==> config.mk <==
export PLATFORM = sky130hd
export DESIGN_NAME = bcd_operand_entry
export DESIGN_NICKNAME = d
export VERILOG_FILES = /design/src/rtl/bcd_operand_entry.sv
export SDC_FILE = /design/constraint.sdc
export NUM_CORES = 1
export LEC_CHECK = 0
export ABC_AREA = 1
export ABC_CLOCK_PERIOD_IN_PS = 1800
export BUFFER_PORTS_ARGS = -buffer_cell sky130_fd_sc_hd__buf_4
export CAP_MARGIN = 40
export CORE_AREA = 2 2 64 66
export DETAILED_ROUTE_END_ITERATION = 6
export DIE_AREA = 0 0 66 68
export GPL_TIMING_DRIVEN = 0
export PLACE_DENSITY = 0.75
export SLEW_MARGIN = 20
export SYNTH_ARGS = -nofsm -noshare
export SYNTH_HDL_FRONTEND = slang
export SYNTH_SLANG_ARGS = --single-unit
==> constraint.sdc <==
create_clock -name CLOCK_50 -period 1.8 [get_ports CLOCK_50]
set_input_delay 0.45 -clock CLOCK_50 [delete_from_list [all_inputs] [get_ports CLOCK_50]]
set_output_delay 0.45 -clock CLOCK_50 [all_outputs]
set_load 0.02 [all_outputs]
==> src/rtl/bcd_operand_entry.sv <==
// Two-operand BCD entry front end: debounces the enter key, captures A then B from the switches,
// validates each digit and holds the accepted operands on registered outputs.
module bcd_operand_entry #(
  parameter int unsigned DEBOUNCE_CYCLES = 500000,
  parameter int unsigned CNT_W           = 19
) (
  input  logic       CLOCK_50,
  input  logic       resetn,
  input  logic [7:0] SW,
  input  logic       KEY_enter,
  output logic [3:0] A1,
  output logic [3:0] A0,
  output logic [3:0] B1,
  output logic [3:0] B0,
  output logic       valid,
  output logic       err,
  output logic [1:0] state
);

  localparam logic [1:0] GET_A = 2'b00;
  localparam logic [1:0] GET_B = 2'b01;
  localparam logic [1:0] DONE  = 2'b10;

  localparam logic [CNT_W-1:0] CNT_LAST = CNT_W'(DEBOUNCE_CYCLES - 1);
  localparam logic [CNT_W-1:0] CNT_ONE  = CNT_W'(1);

  // Key synchronizer and debounce
  logic             sync1_q, sync2_q;
  logic             stable_q, stable_d;
  logic             stable_prev_q;
  logic [CNT_W-1:0] cnt_q, cnt_d;
  logic             press;

  // Operand and control registers
  logic [3:0] a1_q, a1_d, a0_q, a0_d;
  logic [3:0] b1_q, b1_d, b0_q, b0_d;
  logic       valid_q, valid_d;
  logic       err_q, err_d;
  logic [1:0] state_q, state_d;
  logic       sw_legal;

  always_comb begin
    stable_d = stable_q;
    cnt_d    = '0;
    if (sync2_q != stable_q) begin
      if (cnt_q == CNT_LAST) begin
        stable_d = sync2_q;
        cnt_d    = '0;
      end else begin
        cnt_d = cnt_q + CNT_ONE;
      end
    end
  end

  // Registered edge detect: capture happens one edge after the debounced level falls.
  assign press    = stable_prev_q & ~stable_q;
  assign sw_legal = (SW[7:4] <= 4'd9) && (SW[3:0] <= 4'd9);

  always_comb begin
    a1_d    = a1_q;
    a0_d    = a0_q;
    b1_d    = b1_q;
    b0_d    = b0_q;
    valid_d = valid_q;
    err_d   = err_q;
    state_d = state_q;
    case (state_q)
      GET_A: begin
        if (press) begin
          if (sw_legal) begin
            a1_d    = SW[7:4];
            a0_d    = SW[3:0];
            err_d   = 1'b0;
            state_d = GET_B;
          end else begin
            err_d = 1'b1;
          end
        end
      end
      GET_B: begin
        if (press) begin
          if (sw_legal) begin
            b1_d    = SW[7:4];
            b0_d    = SW[3:0];
            err_d   = 1'b0;
            valid_d = 1'b1;
            state_d = DONE;
          end else begin
            err_d = 1'b1;
          end
        end
      end
      DONE: begin
        if (press) begin
          if (sw_legal) begin
            // New entry: B is kept but marked stale by dropping valid.
            a1_d    = SW[7:4];
            a0_d    = SW[3:0];
            err_d   = 1'b0;
            valid_d = 1'b0;
            state_d = GET_B;
          end else begin
            err_d = 1'b1;
          end
        end
      end
      default: state_d = GET_A;
    endcase
  end

  always_ff @(posedge CLOCK_50) begin
    if (!resetn) begin
      sync1_q       <= 1'b1;
      sync2_q       <= 1'b1;
      stable_q      <= 1'b1;
      stable_prev_q <= 1'b1;
      cnt_q         <= '0;
    end else begin
      sync1_q       <= KEY_enter;
      sync2_q       <= sync1_q;
      stable_q      <= stable_d;
      stable_prev_q <= stable_q;
      cnt_q         <= cnt_d;
    end
  end

  always_ff @(posedge CLOCK_50) begin
    if (!resetn) begin
      a1_q    <= 4'd0;
      a0_q    <= 4'd0;
      b1_q    <= 4'd0;
      b0_q    <= 4'd0;
      valid_q <= 1'b0;
      err_q   <= 1'b0;
      state_q <= GET_A;
    end else begin
      a1_q    <= a1_d;
      a0_q    <= a0_d;
      b1_q    <= b1_d;
      b0_q    <= b0_d;
      valid_q <= valid_d;
      err_q   <= err_d;
      state_q <= state_d;
    end
  end

  assign A1    = a1_q;
  assign A0    = a0_q;
  assign B1    = b1_q;
  assign B0    = b0_q;
  assign valid = valid_q;
  assign err   = err_q;
  assign state = state_q;

endmodule

==> metrics.cfg, run 1 <==
[floorplan]
die_h_um = 68
die-area_um2 = 4490
rows = 23
die_w_um = 66
io_pins = 31
initial_core_util_pct = 52.0
coreArea_um2 = 3860

[synth]
synth_top_area_share_pct = 42.9
yosysTopAreaCell = dfxtp_1
synth_commonest_cells = 76 x nand2_1, 66 x nor2_1, 43 x dfxtp_1
synth_area_um2 = 2000
synth_seq_cells = 43
synthTopCellsByArea = dfxtp_1 43%, nand2_1 14%, nor2_1 12%, inv_1 6.7%, nand3_1 4.0%
synth_most_common_cell = nand2_1
synth_warnings = 0
ys_seq_area_share_pct = 42.9
synthFlopType = dfxtp_1
async_flop_share_pct = 0
synth_nets = 305
syn_inst = 293
yosysUniqueCellTypes = 26
avgSynthCellArea_um2 = 6.84
synth_edf_count = 0

[global_routing]
grt_max_degree = 14
antenna_found_initial = 0
grt-ovfl-total = 0
grt_pass1_wl_um = 6860
first_global_vias = 1582
track_usage_pct = 20.3

[setup_path]
crit_slowest_cell = dfxtp_1
end_kind = flip-flop
slowest_delay_ps = 360
crit_path_start_kind = flip-flop
crit_required_ps = 1980
crit_chain = ha_1 -> nand2_1 -> nor2_2 -> nand3_2 -> nand2_2 -> buf_6 -> nor2_1
path_max_fanout = 10
reg2reg_to = cnt_q[7]
reg2reg_slack_ps = 280
r2r_cells = 7
critPathArrivalTime_ps = 1710
reg2reg_from = cnt_q[0]
path_class = flip-flop to flip-flop
setup.worst_path.start = cnt_q[0]
crit_path_end = cnt_q[7]

[detailed_routing]
ant_nets = 0
drt-wirelength-per-cell_um = 10.6
drt-vias-per-instance = 4.63
vias = 1763
drt_iter0_drc = 87
wirelength_um = 4060
drc = 0
dr.pass1.iters = 4

[timing]
hold_violations = 0
slew_headroom_pct = 84.4
fmax_ghz = 0.657
setup_viol = 0
drv_slew = 0
fin_crit_sh_pct = 84.5
worst_slack_ps = 278
period_minus_slack_ps = 1520
rsz0062_at_grt = no
whs_ps = 339
finalClockSkew_ps = 8.96
fin_setup_tns_ps = 0
worst_slew_pin_slew_ps = 234

[finish]
drive_gt1_share_pct = 20.5
layout-area-overhead-vs-synth_pct = 20.2
fin_nets = 342
fin_cells = 381
finalInstanceArea_um2 = 2410
antenna_cells = 0

[clock_network]
cts_buffers = 5
cts_resized = 0
clkLatencyLatePin_ps = 300
postCtsSetupRepairBufs = 0
postCtsHoldBufs = 0
clk_pin_slew_ps = 80
clockBufferDepth = 2
cts.sinks = 43
cts_tree = built
clockRootBuffer = clkbuf_8
h-tree-depth = 2

[placed_design]
hpwl_um = 3020
portBuffers = 30
gp_congestion = 0.863
placed_cell_area_um2 = 2290
post-place-cells = 373
post-place-ws_ps = 216

[power]
cellLeakagePower_nw = 1.11
peakVddDrop_uv = 555
power_density_nw_per_um2 = 740

[run]
cap_viol_max_count = 0

[worst_hold_path]
hold_class = input pin to flip-flop

[run_status]
status = complete, no violations

[final cells by class]
type,count,area [um2]
Buffer,5,52.6
Clock inverter,2,35.0
Inverter,41,154
Sequential cell,43,861
Fill cell,401,1450
Clock buffer,6,82.6
Timing Repair Buffer,30,225
Multi-Input combinational cell,204,937
Tap cell,50,62.6
[metal layers]
metal	global-route usage, %	wire length (um)	vias to the layer above	share of wire (%)
met3	6.74	188	6	4.6
met1	22.6	1830	771	45
met2	36.6	1980	33	49
met5	0	0	-	0
li1	-	-	953	-
met4	6.89	61	0	1.5
[through the flow]
stage | util, % | power (mW)
6_report | 62.5 | 1.78
5_1_grt | 62.5 | 1.84
4_1_cts | 62.5 | 1.80
3_5_place_dp | 59.4 | 1.03
3_3_place_gp | 59.4 | 1.03
2_1_floorplan | - | 0.999
[how the worst min path moves through the flow]
stage               startpoint  endpoint  cells after the start  slack (ps)
floorplan              sync1_q   sync2_q                      1         390
global route         KEY_enter   sync1_q                      2         330
CTS                  KEY_enter   sync1_q                      2         330
global placement       sync1_q   sync2_q                      1         400
detailed placement     sync1_q   sync2_q                      1         410
finish               KEY_enter   sync1_q                      2         340
[sequential cells by signal (all words and copies together) (netlist names)]
signal	cells
cnt_q	19
A0	4
A1	4
B0	4
B1	4
state	2
err	1
stable_prev_q	1
stable_q	1
sync1_q	1
sync2_q	1
valid	1
[logic make-up (layout without fill, tap and decap cells)]
family,Yosys count,in the layout,share of synthesized area (%)
compound gates,15,15,4.31
buf+inv,46,84,10.3
xor+xnor,8,8,3.50
simple gates,180,180,38.3
fa+ha+maj,1,1,0.624
flops,43,43,42.9
[worst max-delay path, delay by kind of cell (launching register included)]
kind          cells  cell delay (ps)
fa+ha+maj         1              210
buf+inv           1              180
simple gates      5              660
flops             1              360
[cells in the final DEF (no fill, tap or decap), types with 2 or more instances in the layout]
cell,n
a21oi_1,9
buf_4,30
buf_6,3
clkbuf_8,7
dfxtp_1,43
inv_1,36
inv_2,5
nand2_1,76
nand2_2,4
nand2_4,2
nand3_1,16
nand4_1,3
nor2_1,66
nor2_2,6
o21ai_0,2
o21ai_2,2
or2_2,3
xnor2_1,3
xor2_1,5
[where the power goes]
part / total (mW) / leakage, nW / internal (mW) / switching [mW]
Combinational: 0.0524 / 0.697 / 0.0241 / 0.0284
Clock: 0.777 / 0.0612 / 0.449 / 0.328
Sequential: 0.954 / 0.347 / 0.953 / 0.00132
Total: 1.78 / 1.11 / 1.43 / 0.358
Note: power is estimated with default switching activity, not from simulation.
==> inputs of run 2 (changes only) <==
--- a/config.mk
+++ b/config.mk
@@ -6,7 +6,7 @@
 export NUM_CORES = 1
 export LEC_CHECK = 0
 export ABC_AREA = 1
-export ABC_CLOCK_PERIOD_IN_PS = 1800
+export ABC_CLOCK_PERIOD_IN_PS = 1500
 export BUFFER_PORTS_ARGS = -buffer_cell sky130_fd_sc_hd__buf_4
 export CAP_MARGIN = 40
 export CORE_AREA = 2 2 64 66
==> constraint.sdc (replaced) <==
create_clock -name CLOCK_50 -period 1.5 [get_ports CLOCK_50]
set_input_delay 0.375 -clock CLOCK_50 [delete_from_list [all_inputs] [get_ports CLOCK_50]]
set_output_delay 0.375 -clock CLOCK_50 [all_outputs]
set_load 0.02 [all_outputs]
==> run 2 against run 1 <==
Net effect: hold slack lost 74 ps; clock-buffer cell count is the same; combinational power increased by 26%; power increased by 20%; sequential power grew 21%; via count rose by 0.51%; critical path depth unchanged; first-iteration DRC count fell by 14%; clock skew down 0.66 ps; final area up 1.6%; die area unchanged.
==> metrics.cfg, run 2 (same netlist as run 1, synthesis figures left out) <==
[run_status]
status = complete, no violations

[finish]
final_common_cell = nand2_1
largest_register_ffs = 19  ; unchanged
top_register = cnt_q
layout_common_cells = 75 x nand2_1, 66 x nor2_1, 42 x dfxtp_1, 36 x inv_1, 33 x buf_4
fin_nets = 345  ; +0.88%
antenna_cells = 0  ; unchanged
register_area_um2 = 862  ; +0.15%
multiInputGateArea_um2 = 952  ; +1.6%
drive_gt1_share_pct = 22.2  ; +1.6 points
fin_util_pct = 63.5  ; +1.0 points
finalInstanceArea_um2 = 2450  ; +1.6%
n_fill_cell = 396  ; -1.2%
fin_cells = 384  ; +0.79%
layout-area-overhead-vs-synth_pct = 22.2

[run]
cap_viol_max_count = 0  ; unchanged

[detailed_routing]
drc = 0  ; unchanged
dr.pass1.iters = 4  ; unchanged
wirelength_um = 4070  ; +0.25%
vias = 1772  ; +0.51%
ant_nets = 0  ; unchanged
drt-wirelength-per-cell_um = 10.6  ; -0.54%
drt_iter0_drc = 75  ; -14%
drt-vias-per-instance = 4.61  ; -0.27%

[global_routing]
track_usage_pct = 20.4  ; +0.035 points
grt_pass1_wl_um = 6870  ; +0.20%
grt-ovfl-total = 0  ; unchanged
first_global_vias = 1586  ; +0.25%
antenna_found_initial = 0  ; unchanged
grt_max_degree = 14  ; unchanged

[floorplan]
io_pins = 31  ; unchanged
rows = 23  ; unchanged
coreArea_um2 = 3860  ; unchanged
die_w_um = 66  ; unchanged
die-area_um2 = 4490  ; unchanged
die_h_um = 68  ; unchanged
initial_core_util_pct = 52.0  ; unchanged

[clock_network]
cts.sinks = 43  ; unchanged
clockBufferDepth = 2  ; unchanged
cts_tree = built
clockRootBuffer = clkbuf_8
clk_pin_slew_ps = 80  ; about the same
cts_buffers = 5  ; unchanged
clkLatencyLatePin_ps = 290  ; about the same
h-tree-depth = 2  ; unchanged

[timing]
fin_crit_sh_pct = 93.1  ; +8.5 points
slew_headroom_pct = 84.0  ; -0.34 points
period_minus_slack_ps = 1400  ; -126 ps
fmax_ghz = 0.716  ; +9.0%
finalClockSkew_ps = 8.29  ; -0.664 ps
worst_slew_pin_slew_ps = 239  ; +5.13 ps
whs_ps = 265  ; -73.9 ps
setup_viol = 0  ; unchanged
worst_slack_ps = 104  ; -174 ps
drv_slew = 0  ; unchanged
rsz0062_at_grt = no
fin_setup_tns_ps = 0  ; unchanged
hold_violations = 0  ; unchanged

[worst_hold_path]
hold_class = input pin to flip-flop

[setup_path]
critPathArrivalTime_ps = 1580  ; -130 ps
end_kind = flip-flop
path_class = flip-flop to flip-flop
path_max_fanout = 10  ; unchanged
crit_path_start_kind = flip-flop
crit_required_ps = 1680  ; -300 ps

[placed_design]
placed_cell_area_um2 = 2290  ; unchanged
gp_congestion = 0.863  ; unchanged
post-place-ws_ps = -29.9  ; -246 ps
post-place-cells = 373  ; unchanged
portBuffers = 30  ; unchanged
hpwl_um = 3020  ; unchanged

[power]
peakVddDrop_uv = 669  ; +21%
cellLeakagePower_nw = 1.12  ; +1.1%
power_density_nw_per_um2 = 873  ; +18%
power_mw = 2.14  ; +20%

==> run 2: power by group <==
part	internal (mW)	total (mW)	switching (mW)
combinational	0.0314	0.0662	0.0348
sequential	1.14	1.15	0.00159
clock	0.539	0.926	0.387
==> run 2: layout make-up <==
class | instances | share of cell area (%)
clock inverters | 2 | 1.43
inverters | 41 | 6.29
plain buffers | 5 | 2.15
well taps | 50 | 2.55
flip-flops and latches | 43 | 35.2
repair buffers | 33 | 10.1
multi-input cells | 204 | 38.9
clock buffers | 6 | 3.37
==> run 2: critical path, cell delays in order (launching register included) <==
cell and delay [ps]:
dfxtp_2 340, ha_2 200, nand2_1 90, nor2_4 180
nand3_2 140, nand2_4 140, buf_6 160, nor2_1 50
==> run 2: final timing paths <==
check,start,end,slack (ps),cells after the start
worst max-delay path,cnt_q[0],cnt_q[7],100,7
worst min-delay path,KEY_enter,sync1_q,270,2
worst min register to register,cnt_q[0],cnt_q[0],420,1
worst max register to register,cnt_q[0],cnt_q[7],100,7
==> run 2: what timing repair did <==
action | in CTS | in global routing
setup buffers | 0 | 3
setup endpoints to repair | 11 | 12
pin swaps | 0 | 2
hold buffers | 0 | 0
resized for setup | 3 | 2
==> run 2: metal layers <==
metal / share of wire [%] / wire length [um] / track usage (%)
met1: 46 / 1870 / 22.7
met2: 48 / 1950 / 36.6
met3: 4.2 / 169 / 6.74
met4: 1.8 / 75 / 6.89
met5: 0 / 0 / 0
